## src/rtl/mux_after_data_memory_pkg.sv

```systemverilog
// Shared definitions for the write-back mux slice: default widths and
// the LoadSize encodings used by the load formatter and the top.
package mux_after_data_memory_pkg;

  localparam int DEFAULT_DATA_W = 32;
  localparam int DEFAULT_REG_W  = 5;

  // LoadSize field encodings; LS_RSVD is treated as a full word.
  typedef enum logic [1:0] {
    LS_WORD = 2'b00,
    LS_HALF = 2'b01,
    LS_BYTE = 2'b10,
    LS_RSVD = 2'b11
  } loadSizeE;

endpackage

```

## src/rtl/mux_after_data_memory_load_formatter.sv

```systemverilog
// Load formatter: picks the addressed byte/halfword lane out of the raw
// memory word (little-endian) and zero- or sign-extends it to DATA_W.
// Word and reserved sizes pass the raw word through untouched.
module load_formatter
  import mux_after_data_memory_pkg::*;
#(
  parameter int DATA_W = DEFAULT_DATA_W
) (
  input  logic [DATA_W-1:0] readData,
  input  logic [1:0]        loadSize,
  input  logic              loadUnsigned,
  input  logic [1:0]        addrLow,
  output logic [DATA_W-1:0] formatted
);

  logic [7:0]  byteLane;
  logic [15:0] halfLane;
  logic        byteFill;
  logic        halfFill;

  // Lane extraction; halfword lane ignores addrLow[0] by design.
  always_comb begin
    byteLane = readData[8*addrLow +: 8];
    halfLane = readData[16*addrLow[1] +: 16];
    byteFill = ~loadUnsigned & byteLane[7];
    halfFill = ~loadUnsigned & halfLane[15];
  end

  // Size select and extension to the full datapath width.
  always_comb begin
    formatted = readData;
    case (loadSize)
      LS_HALF: formatted = {{(DATA_W-16){halfFill}}, halfLane};
      LS_BYTE: formatted = {{(DATA_W-8){byteFill}}, byteLane};
      default: formatted = readData;
    endcase
  end

endmodule

```

## src/rtl/mux_after_data_memory.sv

```systemverilog
// MEM/WB write-back select: chooses between the formatted load value and
// the ALU result, flags misaligned loads, and registers the write-back
// bundle for one cycle. Register index 0 never produces a write enable.
module mux_after_data_memory
  import mux_after_data_memory_pkg::*;
#(
  parameter int DATA_W = DEFAULT_DATA_W,
  parameter int REG_W  = DEFAULT_REG_W
) (
  input  logic              clk,
  input  logic              rst_n,
  input  logic              MemtoReg,
  input  logic [DATA_W-1:0] ReadData,
  input  logic [DATA_W-1:0] Result,
  input  logic [1:0]        LoadSize,
  input  logic              LoadUnsigned,
  input  logic [1:0]        AddrLow,
  input  logic              RegWriteIn,
  input  logic [REG_W-1:0]  WriteRegIn,
  output logic [DATA_W-1:0] WriteData,
  output logic [DATA_W-1:0] WbData,
  output logic              WbRegWrite,
  output logic [REG_W-1:0]  WbWriteReg,
  output logic              Misaligned
);

  logic [DATA_W-1:0] loadValue;

  load_formatter #(
    .DATA_W(DATA_W)
  ) uFormatter (
    .readData    (ReadData),
    .loadSize    (LoadSize),
    .loadUnsigned(LoadUnsigned),
    .addrLow     (AddrLow),
    .formatted   (loadValue)
  );

  // Write-back select and misalignment flag; the flag is advisory only.
  always_comb begin
    WriteData  = MemtoReg ? loadValue : Result;
    Misaligned = 1'b0;
    if (MemtoReg) begin
      if (LoadSize == LS_HALF && AddrLow[0])
        Misaligned = 1'b1;
      else if (LoadSize == LS_WORD && AddrLow != 2'b00)
        Misaligned = 1'b1;
    end
  end

  // Write-back registers, cleared asynchronously by rst_n.
  always_ff @(posedge clk or negedge rst_n) begin
    if (!rst_n) begin
      WbData     <= '0;
      WbRegWrite <= 1'b0;
      WbWriteReg <= '0;
    end else begin
      WbData     <= WriteData;
      WbRegWrite <= RegWriteIn && (WriteRegIn != '0);
      WbWriteReg <= WriteRegIn;
    end
  end

endmodule

```

## config.mk

```make
export PLATFORM = sky130hd
export DESIGN_NAME = mux_after_data_memory
export DESIGN_NICKNAME = d
export VERILOG_FILES = /design/src/rtl/mux_after_data_memory_pkg.sv /design/src/rtl/mux_after_data_memory_load_formatter.sv /design/src/rtl/mux_after_data_memory.sv
export SDC_FILE = /design/constraint.sdc
export NUM_CORES = 1
export LEC_CHECK = 0
export ABC_AREA = 1
export BUFFER_PORTS_ARGS = -buffer_cell sky130_fd_sc_hd__buf_4
export CAP_MARGIN = 40
export CORE_MARGIN = 10
export CORE_UTILIZATION = 35
export CTS_CLUSTER_DIAMETER = 30
export DETAILED_ROUTE_END_ITERATION = 8
export GPL_TIMING_DRIVEN = 0
export PLACE_DENSITY = 0.8
export SYNTH_ARGS = -nofsm -noshare
export SYNTH_HDL_FRONTEND = slang
export SYNTH_SLANG_ARGS = --single-unit
```

## constraint.sdc

```tcl
create_clock -name clk -period 3.51 [get_ports clk]
set_clock_uncertainty 0.2 [all_clocks]
set_input_delay 1.053 -clock clk [delete_from_list [all_inputs] [get_ports clk]]
set_output_delay 1.053 -clock clk [all_outputs]
set_load 0.05 [all_outputs]
```

# Word level (Yosys, flattened, before mapping)
# Index checks and enable logic that the tools add are counted.
[totals]
elab_cells = 21
register_bits = 38
out_inout_bits = 71
[op_classes]
shifts = 2
eq_ne = 2
mux = 5
bitwise_logic = 3
n_reduce_logical = 6
[op_table]
columns = ["op", "count"]
rows = [
  ["one-hot mux 32 bit (2 select lines)", 1],
  ["two-way mux 32 bit", 1],
  ["indexed part select 32 x 6 -> 16 bit", 1],
  ["indexed part select 32 x 6 -> 8 bit", 1],
  ["nonzero test 5 bit", 1],
  ["logical AND 1 bit", 3],
  ["two-way mux 1 bit", 3],
  ["bitwise AND 1 bit", 2],
  ["equality test 2 x 1 -> 1 bit, second input constant", 1],
  ["equality test 2 bit, second input constant", 1],
  ["zero test 2 bit", 1],
  ["nonzero test 2 bit", 1],
  ["inverter 1 bit", 1],
]

# Longest topological paths before layout
# Gate-level depths: netlist (run 1).
[depth]
ltp_word = 5
depth_mapped = 10
ltp_nobuf = 10

# Cells and area by module
# A second synthesis (run 1) with hierarchy kept.
[unflattened]
cells_unflattened = 318
area_unflattened_um2 = 2237.1
[by_module_without_submodules]
columns = ["module", "area_per_inst_um2", "n_inst", "cells_each"]
rows = [
  ["mux_after_data_memory", 1501.4, 1, 152],
  ["load_formatter", 735.7, 1, 166],
]

# Worst setup path after synthesis (run 1)
# No wires, ideal clock.
[synth_timing]
kind = "input to output"
from = "in LoadSize[1]"
to = "out WriteData[7]"
path_buffers = 1
t_arrival_ns = 2.827
path_slack_ns = -0.570
path_stages = 7
path_cell_list = "inv_1 -> ha_1 -> clkbuf_1 -> nand2_1 -> nand2_1 -> nor2_1 -> o21ai_0"
[synth_via]
elab_chain_cells = 3
word_cells_on_any_way = 4
[synth_lines]
columns = ["element", "line", "text"]
rows = [
  ["start: declaration", "mux_after_data_memory.sv:15", "input logic [1:0] LoadSize,"],
  ["equality test 2 bit or equality test 2 x 1 -> 1 bit (tied branches)", "mux_after_data_memory_load_formatter.sv:32", "case (loadSize)"],
  ["one-hot mux 32 bit (2 select lines) *", "mux_after_data_memory_load_formatter.sv:32", ""],
  ["two-way mux 32 bit *", "mux_after_data_memory.sv:41", "WriteData = MemtoReg ? loadValue : Result;"],
  ["end: declaration", "mux_after_data_memory.sv:20", "output logic [DATA_W-1:0] WriteData,"],
]
# Every way passes the cells marked *; elsewhere a longest branch is shown, timed or not.

# Worst setup path in the final report (run 1)
[layout_timing]
from = "in LoadSize[0]"
to = "out WriteData[2]"
# The elaborated chain is that of the path after synthesis.

==> key figures, run 1 <==
Routing
  • Total number of vias: 2598
  • Vias per cell: a little under 5
  • Drt total wl: 9120 um
  • Initial DRC count: 114
  • Drt first pass iters: 4
  • WL/cell: 17.2 um
  • # DRC: 0
  • Post-DRT Antenna Nets: 0

Clocking
  • CTS Hold Bufs: 0
  • TritonCTS Buffers: 5
  • Bufs on Longest Clock Path: 2
  • Num Clock Sinks: 38
  • Clock slew at reported path FFs: 80 ps
  • TritonCTS clock tree: yes
  • CTS root buf: clkbuf_8
  • Htree depth: 2

STA
  • Final worst-path cycle share: about 100%
  • Worst-margin pin slew: approximately 500 ps
  • Final setup viols: 0
  • Fin worst setup slack: approximately 11 ps
  • Slew Viols, Final: 0
  • RSZ-0062 raised after global routing: true
  • Max frequency: 286 MHz
  • Final hold vios: 0
  • WHS: between 500 and 600 ps
  • Setup Total Neg Slack: 0 ps
  • Worst rel slew slack: 66.3%
  • Minimum clock period: 3500 ps

Worst setup path
  • CP max-delay cell: o21bai_4
  • Crit-path max cell delay: between 200 and 300 ps
  • Crit path kind: in -> out
  • CP delay by family, top: buffers and inverters
  • CP Launch Type: primary input
  • Crit. End Element: output pin
  • Critical path fanouts, max: 7
  • Critical Path AT: approximately 2300 ps
  • Worst path bufs/invs: 5
  • Crit path required time: 2260 ps
  • Cell Chain, Critical Path: buf_8 -> inv_8 -> ha_4 -> inv_2 -> buf_6 -> o21bai_4 -> nand2_2 -> nand3_2 -> nand3_2 -> nand2_2 -> buf_8

Min path
  • Hold Crit Class: in -> async

Placement
  • Post-detail-place hpwl: roughly 7100 um
  • Pre-CTS setup slack: -230 ps
  • DP Cell Count: between 500 and 600
  • Gpl congestion: a little over 0.9
  • Number of port buffers: approximately 150

Floorplan
  • Row cnt: 28
  • Die X-Extent: about 98 um
  • Num ports: roughly 150
  • Die height: 98.3 um
  • Initial Utilization: 36.2%
  • Core ar.: ~5900 um2
  • Die footprint: roughly 9700 um2

Synth
  • Mapped Cells: ~290
  • Async SR Flop Fraction: between 90% and 100%
  • Syn Area/Cell: 7.45 um2
  • Flop and latch count out of synthesis: 38
  • Syn. warnings: 0
  • Post-synthesis cell type count: 21
  • Post-synth EDFFs: 0
  • Most common flop cell mapped by yosys: dfrtp_1
  • Syn Std Cell Area: around 2100 um2
  • Post-synth net total: around 370
  • Post-synthesis sequential area ratio: between 40% and 50%

Cells and area
  • Most frequent cells in the layout: buf_4 (123), nand2_1 (82), dfrtp_1 (38)
  • Area growth from synthesis to layout: 90.4%
  • Layout cell share with drive strength beyond 1: a little over half
  • Post-Route Utilization: a little under 70%
  • Nets: about 530
  • Final Non-Filler Cells: 529
  • Commonest non-fill, non-tap cell in the layout: buf_4
  • Fillers: between 400 and 500
  • ANT cells: 0

Pwr
  • Power density cells: roughly 400 nW/um2
  • VDD IR max: just over 0.2 mV
  • Static leakage: 2.08 nW

GRT
  • Largest net degree at the start of global routing: 39
  • GR Util All Layers: between 10% and 20%
  • Antenna violations before repair: 0
  • First-pass GRT wire length: approximately 14000 um
  • Total congestion overflow: 0
  • Vias in the first global route: between 2k and 3k

Run
  • Max Cap Viol: 0

Outcome
  • Outcome: finished clean
layout make-up:
| type | instances | area [um2] | area share [%] |
|---|---|---|---|
| inverter | 25 | 106 | 2.60 |
| sequential | 38 | 951 | 23.3 |
| multi-input combinational | 208 | 1290 | 31.7 |
| clock buffer | 6 | 82.6 | 2.02 |
| buffer | 15 | 120 | 2.94 |
| timing repair buffer | 160 | 1420 | 34.8 |
| tap | 75 | 93.8 | 2.30 |
| clock inverter | 2 | 12.5 | 0.306 |
worst paths after layout:
kind                                from                      end  cells past startpoint
setup / recovery             LoadSize[0]             WriteData[2]                     11
hold / removal                     rst_n      WbData[6]$_DFF_PN0_                      1
max in group asynchronous          rst_n     WbData[26]$_DFF_PN0_                      1
min in group clk           WriteRegIn[2]  WbWriteReg[2]$_DFF_PN0_                      1
through the flow:
stage / cell area, um2 / power, mW
2_1_floorplan: 2330 / 0.972
3_3_place_gp: 3530 / 1.22
3_5_place_dp: 3530 / 1.23
4_1_cts: 3860 / 1.60
5_1_grt: 4080 / 1.72
6_report: 4080 / 1.64
state kept, by name (all words and copies together), names as in the netlist:
name	flops
WbData	32
WbWriteReg	5
WbRegWrite	1
layer usage:
layer / track usage (%) / routed length (um) / vias to the layer above
li1: - / - / 1250
met4: 2.76 / 128 / 0
met3: 6.34 / 834 / 15
met2: 31.9 / 4670 / 123
met5: 0 / 0 / -
met1: 20.2 / 3490 / 1210
timing repair:
item / CTS / global route
cloned: 1 / 0
endpoints found under the setup margin: 33 / 32
resized for setup: 39 / 62
setup buffers: 7 / 5
pin swaps: 10 / 21
power by group:
group	total (mW)	internal (mW)	switching, mW	leakage (nW)
clock	0.327	0.158	0.168	0.0472
combinational	0.825	0.301	0.524	1.59
sequential	0.490	0.478	0.0115	0.451
cells in the mapped netlist (2+ instances only):
cell type | count | area share (%)
inv_1 | 23 | 4.0
o21ai_2 | 5 | 2.0
nand3_1 | 15 | 3.5
a21oi_2 | 10 | 4.1
a21oi_1 | 39 | 9.1
buf_2 | 5 | 1.2
o21ai_0 | 10 | 2.3
nand2_1 | 95 | 17
inv_2 | 2 | 0.35
nand2_2 | 3 | 0.88
buf_4 | 2 | 0.70
ha_1 | 3 | 1.8
clkbuf_1 | 7 | 1.2
nor2_1 | 22 | 3.9
dfrtp_1 | 38 | 44
o21ai_1 | 3 | 0.70
buf_6 | 2 | 1.1
cell families (layout without fill, tap and decap cells):
kind of cell | Yosys count | after routing | share of synthesized area, %
fa+ha+maj | 3 | 3 | 1.75
flops | 38 | 38 | 44.3
compound gates | 68 | 68 | 18.6
buf+inv | 42 | 208 | 9.45
simple gates | 137 | 137 | 25.8
Note: power is estimated with default switching activity, not from simulation.
==> run 2: changes to the inputs <==
--- a/config.mk
+++ b/config.mk
@@ -7,7 +7,8 @@
 export LEC_CHECK = 0
-export ABC_AREA = 1
 export BUFFER_PORTS_ARGS = -buffer_cell sky130_fd_sc_hd__buf_4
 export CAP_MARGIN = 40
+export CELL_PAD_IN_SITES_DETAIL_PLACEMENT = 0
+export CELL_PAD_IN_SITES_GLOBAL_PLACEMENT = 1
 export CORE_MARGIN = 10
-export CORE_UTILIZATION = 35
+export CORE_UTILIZATION = 29
 export CTS_CLUSTER_DIAMETER = 30
@@ -15,3 +16,3 @@
 export GPL_TIMING_DRIVEN = 0
-export PLACE_DENSITY = 0.8
+export PLACE_DENSITY = 0.9
 export SYNTH_ARGS = -nofsm -noshare
==> constraint.sdc (replaced) <==
create_clock -name clk -period 3.51 [get_ports clk]
set_clock_uncertainty 0.2 [all_clocks]
set_input_delay 0.1755 -clock clk [delete_from_list [all_inputs] [get_ports clk]]
set_output_delay 0.1755 -clock clk [all_outputs]
set_load 0.05 [all_outputs]
==> key figures, run 2 <==
Placement
  • DP Cell Count: 465 (was 510)
  • Number of port buffers: 146 (was 147)
  • Gpl congestion: 0.841 (was 0.933)
  • Post-detail-place hpwl: 7760 um (was 7110 um)

Pwr
  • VDD IR max: 0.166 mV (was 0.206 mV)
  • Static leakage: 1.68 nW (was 2.08 nW)
  • Power density cells: 450 nW/um2 (was 402 nW/um2)

Cells and area
  • Most frequent cells in the layout: buf_4 (146), dfrtp_1 (38), a21oi_1 (23) (was buf_4 (123), nand2_1 (82), dfrtp_1 (38))
  • Max reg flops: 32 (unchanged)
  • Area growth from synthesis to layout: 64.0% (was 90.4%)
  • Final Non-Filler Cells: 482 (was 529)
  • Layout cell share with drive strength beyond 1: 50.9% (was 54.6%)
  • ANT cells: 0 (unchanged)
  • Largest registers: WbData: 32 flops, WbWriteReg: 5 flops, WbRegWrite: 1 flops (unchanged)
  • Nets: 463 (was 534)
  • Commonest non-fill, non-tap cell in the layout: buf_4 (unchanged)
  • Most flop-heavy register: WbData (unchanged)

Worst setup path
  • Crit. End Element: output pin (unchanged)
  • Critical path's most frequent cell: buf_4
  • CP max-delay cell: ha_1 (was o21bai_4)
  • CP Launch Type: primary input (unchanged)
  • Crit-path max cell delay: 370 ps (was 250 ps)
  • Crit path required time: 3130 ps (was 2260 ps)
  • Critical Path AT: 2050 ps (was 2250 ps)
  • Worst path bufs/invs: 5 (unchanged)
  • CP delay by family, top: buffers and inverters (unchanged)
  • Critical path fanouts, max: 10 (was 7)
  • WP depth: 9 (was 11)
  • Crit path kind: in -> out (unchanged)
  • Cell Chain, Critical Path: buf_4 -> inv_1 -> ha_1 -> clkbuf_1 -> buf_2 -> nand2_1 -> a31oi_1 -> a41oi_2 -> buf_4 (was buf_8 -> inv_8 -> ha_4 -> inv_2 -> buf_6 -> o21bai_4 -> nand2_2 -> nand3_2 -> nand3_2 -> nand2_2 -> buf_8)

Synth
  • Syn Std Cell Area: 2190 um2 (was 2140 um2)
  • Post-synthesis cell type count: 32 (was 21)
  • Async SR Flop Fraction: 100% (unchanged)
  • Dominant cell type by area after synthesis: dfrtp_1 (unchanged)
  • Syn Area/Cell: 9.98 um2 (was 7.45 um2)
  • Post-synth EDFFs: 0 (unchanged)
  • Mapped Cells: 220 (was 288)
  • Post-synth net total: 301 (was 369)
  • Synth cell count leaders: dfrtp_1 (38), a21oi_1 (23), nand2b_1 (19) (was nand2_1 (95), a21oi_1 (39), dfrtp_1 (38))
  • Post-synthesis sequential area ratio: 43.3% (was 44.3%)
  • Flop and latch count out of synthesis: 38 (unchanged)
  • Syn. warnings: 0 (unchanged)
  • Yosys top cell area share: 43.3% (was 44.3%)
  • Top post-synthesis cells by area: dfrtp_1 (43%), a31o_2 (5.6%), a41oi_1 (5.6%) (was dfrtp_1 (44%), nand2_1 (17%), a21oi_1 (9.1%))
  • Most common flop cell mapped by yosys: dfrtp_1 (unchanged)
  • Most common cell in the netlist: dfrtp_1 (was nand2_1)

Clocking
  • Bufs on Longest Clock Path: 2 (unchanged)
  • TritonCTS Buffers: 5 (unchanged)
  • Clock slew at reported path FFs: 90 ps (was 80 ps)
  • Setup Fix Bufs, Post-CTS: 0 (was 7)
  • Htree depth: 2 (unchanged)
  • Num Clock Sinks: 38 (unchanged)
  • TritonCTS clock tree: yes (unchanged)
  • CTS Hold Bufs: 9 (was 0)
  • Cells resized by post-CTS repair: 0 (was 39)
  • CTS root buf: clkbuf_8 (unchanged)

GRT
  • GR Util All Layers: 15.7% (was 17.8%)
  • Antenna violations before repair: 0 (unchanged)
  • Total congestion overflow: 0 (unchanged)
  • First-pass GRT wire length: 14100 um (about the same)
  • Met1 usage: 17.3% (was 20.2%)
  • Largest net degree at the start of global routing: 39 (unchanged)
  • Vias in the first global route: 2618 (was 2697)
  • Global Route met3 Usage: 6.05% (was 6.34%)
  • Met2 usage: 27.2% (was 31.9%)
  • GRT busiest layer: met2 (unchanged)

STA
  • Final setup viols: 0 (unchanged)
  • Slew Viols, Final: 0 (unchanged)
  • Worst-margin pin slew: 573 ps (was 505 ps)
  • Worst rel slew slack: 61.8% (was 66.3%)
  • Final hold vios: 0 (unchanged)
  • Final worst-path cycle share: 69.2% (was 99.7%)
  • Max frequency: 412 MHz (was 286 MHz)
  • Minimum clock period: 2430 ps (was 3500 ps)
  • RSZ-0062 raised after global routing: false (was true)
  • Setup Total Neg Slack: 0 ps (unchanged)

Run
  • Max Cap Viol: 0 (unchanged)

Outcome
  • Outcome: finished clean (unchanged)

Floorplan
  • Initial Utilization: 30.1% (was 36.2%)
  • Die X-Extent: 107 um (was 98.3 um)
  • Row cnt: 31 (was 28)
  • Die footprint: 11400 um2 (was 9660 um2)
  • Num ports: 149 (unchanged)
  • Core ar.: 7290 um2 (was 5920 um2)
  • Die height: 107 um (was 98.3 um)

Routing
  • Initial DRC count: 171 (was 114)
  • Drt total wl: 9470 um (was 9120 um)
  • WL/cell: 19.6 um (was 17.2 um)
  • Total number of vias: 2454 (was 2598)
  • Post-DRT Antenna Nets: 0 (unchanged)
  • Vias per cell: 5.09 (was 4.91)
  • # DRC: 0 (unchanged)
  • Drt first pass iters: 4 (unchanged)

Min path
  • Hold Crit Class: in -> reg (was in -> async)
  • Worst Hold Depth: 3
-- run 2: cell count changes in the layout (fill, tap and decap cells not counted), moves of 16 or more --
cell / delta
a21oi_4: -16
buf_4: +23
buf_6: -19
buf_8: -17
inv_1: -16
nand2_1: -72
nand2b_1: +19
-- run 2: power by group --
group          internal [mW]  switching (mW)
combinational          0.264           0.536
clock                  0.158           0.164
sequential             0.485          0.0128
total                  0.907           0.713
-- run 2: logic make-up (layout without fill, tap and decap cells) --
| group | after synthesis | count (layout) | synth area share, % |
|---|---|---|---|
| multiplexers | 9 | 9 | 4.96 |
| AND/OR/NAND/NOR | 64 | 64 | 15.7 |
| flip-flops | 38 | 38 | 43.3 |
| buffers and inverters | 24 | 187 | 5.25 |
| AO/OA/AOI/OAI | 82 | 82 | 29.1 |
| adder cells (fa/ha/maj) | 3 | 3 | 1.71 |
-- run 2: final timing paths --
path                             start                    to  slack, ps
max                        LoadSize[0]         WriteData[23]       1080
min                        ReadData[2]   WbData[2]$_DFF_PN0_         10
max in group asynchronous        rst_n  WbData[12]$_DFF_PN0_       2580
min in group asynchronous        rst_n  WbData[30]$_DFF_PN0_        190
-- run 2: stage by stage --
step / area (um2) / hold WS, ps / total power [mW] / setup WS [ps] / utilization (%)
2_1_floorplan: 2190 / -320 / 1.02 / 765 / -
3_3_place_gp: 3410 / -40.6 / 1.30 / 1110 / 46.8
3_5_place_dp: 3410 / -26.1 / 1.30 / 1080 / 46.8
4_1_cts: 3600 / 2.65 / 1.64 / 1080 / 49.4
5_1_grt: 3600 / 12.0 / 1.70 / 889 / 49.4
6_report: 3600 / 10.3 / 1.62 / 1080 / 49.4
-- run 2: routing by layer --
layer | share of wire [%] | vias to the layer above
met5 | 0 | -
met4 | 1.2 | 0
met1 | 41 | 1154
met2 | 49 | 131
li1 | - | 1158
met3 | 8.8 | 11
-- run 2: layout make-up --
cell class | count | area, um2
fillers | 709 | 3690
repair buffers | 155 | 1190
multi-input cells | 158 | 1130
flip-flops and latches | 38 | 951
well taps | 99 | 124
plain buffers | 21 | 104
clock buffers | 6 | 82.6
clock inverters | 2 | 12.5
inverters | 3 | 11.3
==> run 3: changes to the inputs <==
- clock period: 3.51 -> 2.5 ns (I/O delays scaled with it)
==> key figures, run 3 (synthesis gave the netlist of run 2 again) <==
Cells and area
  • Most flop-heavy register: WbData (unchanged)
  • Multi-input logic area: 1130 um2 (about the same)
  • Final Non-Filler Cells: 510 (was 482)
  • Fillers: 698 (was 709)
  • Most frequent cells in the layout: buf_4 (146), dfrtp_1 (38), dlygate4sd3_1 (38) (was buf_4 (146), dfrtp_1 (38), a21oi_1 (23))
  • Storage cell area: 951 um2 (unchanged)
  • Commonest non-fill, non-tap cell in the layout: buf_4 (unchanged)
  • Layout cell share with drive strength beyond 1: 47.7% (was 50.9%)
  • Nets: 491 (was 463)
  • Largest registers: WbData: 32 flops, WbWriteReg: 5 flops, WbRegWrite: 1 flops (unchanged)
  • ANT cells: 0 (unchanged)
  • Area growth from synthesis to layout: 78.0% (was 64.0%)
  • Max reg flops: 32 (unchanged)

GRT
  • Largest net degree at the start of global routing: 39 (unchanged)
  • Total congestion overflow: 0 (unchanged)
  • Met1 usage: 19.7% (was 17.3%)
  • Met2 usage: 29.3% (was 27.2%)
  • First-pass GRT wire length: 15500 um (was 14100 um)
  • GR Util All Layers: 17.1% (was 15.7%)
  • Global Route met3 Usage: 6.65% (was 6.05%)
  • GRT busiest layer: met2 (unchanged)
  • Vias in the first global route: 2799 (was 2618)
  • Antenna violations before repair: 0 (unchanged)

Worst setup path
  • CP max-delay cell: dlygate4sd3_1 (was ha_1)
  • Crit path required time: 2480 ps (was 3130 ps)
  • Critical Path AT: 2380 ps (was 2050 ps)
  • Critical path fanouts, max: 8 (was 10)
  • CP Launch Type: primary input (unchanged)
  • CP delay by family, top: buffers and inverters (unchanged)
  • Critical path's most frequent cell: dlygate4sd3_1 (was buf_4)
  • Crit path kind: in -> reg (was in -> out)
  • Cell Chain, Critical Path: dlygate4sd3_1 -> buf_4 -> mux2_4 -> a221oi_4 -> a21oi_1 -> dlygate4sd3_1 (was buf_4 -> inv_1 -> ha_1 -> clkbuf_1 -> buf_2 -> nand2_1 -> a31oi_1 -> a41oi_2 -> buf_4)
  • Worst path bufs/invs: 3 (was 5)
  • Crit. End Element: register (was output pin)
  • Crit-path max cell delay: 600 ps (was 370 ps)

Min path
  • Worst Hold Launch: ReadData[15] (was ReadData[2])
  • WHS Endpoint: WbData[15]$_DFF_PN0_ (was WbData[2]$_DFF_PN0_)
  • Worst Hold Depth: 3 (unchanged)
  • Hold Crit Class: in -> reg (unchanged)

STA
  • Slew Viols, Final: 0 (unchanged)
  • Final hold vios: 0 (unchanged)
  • Worst rel slew slack: 61.3% (was 61.8%)
  • Worst-margin pin slew: 580 ps (was 573 ps)
  • Final setup viols: 0 (unchanged)
  • Minimum clock period: about 2400 ps
  • Setup Total Neg Slack: 0 ps (unchanged)
  • RSZ-0062 raised after global routing: false (unchanged)
  • Max frequency: roughly 420 MHz
  • Final worst-path cycle share: between 90% and 100%

Routing
  • Initial DRC count: 123 (was 171)
  • Drt first pass iters: 5 (was 4)
  • Vias per cell: 5.17 (was 5.09)
  • WL/cell: 20.2 um (was 19.6 um)
  • Drt total wl: 10300 um (was 9470 um)
  • # DRC: 0 (unchanged)
  • Total number of vias: 2638 (was 2454)
  • Post-DRT Antenna Nets: 0 (unchanged)

Floorplan
  • Die height: 107 um (unchanged)
  • Num ports: 149 (unchanged)
  • Core ar.: 7290 um2 (unchanged)
  • Die X-Extent: 107 um (unchanged)
  • Die footprint: 11400 um2 (unchanged)
  • Initial Utilization: 30.1% (unchanged)
  • Row cnt: 31 (unchanged)

Clocking
  • CTS root buf: clkbuf_8 (unchanged)
  • Bufs on Longest Clock Path: 2 (unchanged)
  • Htree depth: 2 (unchanged)
  • Clock slew at reported path FFs: 80 ps (was 90 ps)
  • Num Clock Sinks: 38 (unchanged)
  • TritonCTS clock tree: yes (unchanged)
  • TritonCTS Buffers: 5 (unchanged)

Outcome
  • Outcome: finished clean (unchanged)

Pwr
  • Overall Power: 2.41 mW (was 1.62 mW)
  • Power density cells: 617 nW/um2 (was 450 nW/um2)
  • VDD IR max: 0.239 mV (was 0.166 mV)
  • Static leakage: 1.82 nW (was 1.68 nW)

Placement
  • DP Cell Count: 465 (unchanged)
  • Gpl congestion: 0.838 (was 0.841)
  • Post-detail-place hpwl: 7970 um (was 7760 um)
  • Number of port buffers: 146 (unchanged)

Run
  • Max Cap Viol: 0 (unchanged)
[run 3: cell types whose count changed in the layout (fill, tap and decap cells not counted), sizes merged]
cell         change
bufinv           +1
clkinv           +1
clkbuf           -2
clkinvlp         -1
dlygate4sd3     +29
[run 3: per-layer routing]
layer	vias up	routed length (um)
li1	1214	-
met4	0	136
met5	-	0
met3	12	1060
met2	135	5020
met1	1277	4080
[run 3: layout make-up]
| type | instances | share of cell area [%] |
|---|---|---|
| timing repair buffer | 184 | 37.8 |
| multi-input combinational | 158 | 29.1 |
| sequential | 38 | 24.3 |
| tap | 99 | 3.17 |
| buffer | 20 | 2.56 |
| clock buffer | 5 | 1.76 |
| clock inverter | 3 | 1.02 |
| inverter | 3 | 0.288 |
[run 3: worst max-delay path by stage]
stage,start,to,cells after the start
finish,ReadData[31],WbData[8]$_DFF_PN0_,6
global route,LoadSize[1],WriteData[29],8
CTS,MemtoReg,WriteData[2],7
detailed placement,LoadSize[1],WriteData[24],8
global placement,LoadSize[0],WriteData[23],9
floorplan,LoadSize[0],WbData[27]$_DFF_PN0_,6
[run 3: stage by stage]
step	cell area (um2)	hold slack, ps	worst slack (ps)	util, %
2_1_floorplan	2200	-371	167	-
3_3_place_gp	3420	-85.4	242	46.9
3_5_place_dp	3420	-70.2	204	46.9
4_1_cts	3910	0.839	60.8	53.6
5_1_grt	3910	20.0	10.4	53.6
6_report	3910	1.92	97.2	53.6
[run 3: where the power goes]
part / internal (mW) / switching, mW / total (mW)
sequential: 0.681 / 0.0199 / 0.700
clock: 0.294 / 0.232 / 0.526
combinational: 0.414 / 0.770 / 1.18
total: 1.39 / 1.02 / 2.41
[run 3: repair_timing]
action,4_1_cts,5_1_grt
endpoints found under the setup margin,0,2
hold buffers,38,0
endpoints found under the hold margin,64,0
gates resized for setup,0,0
buffers inserted,0,0
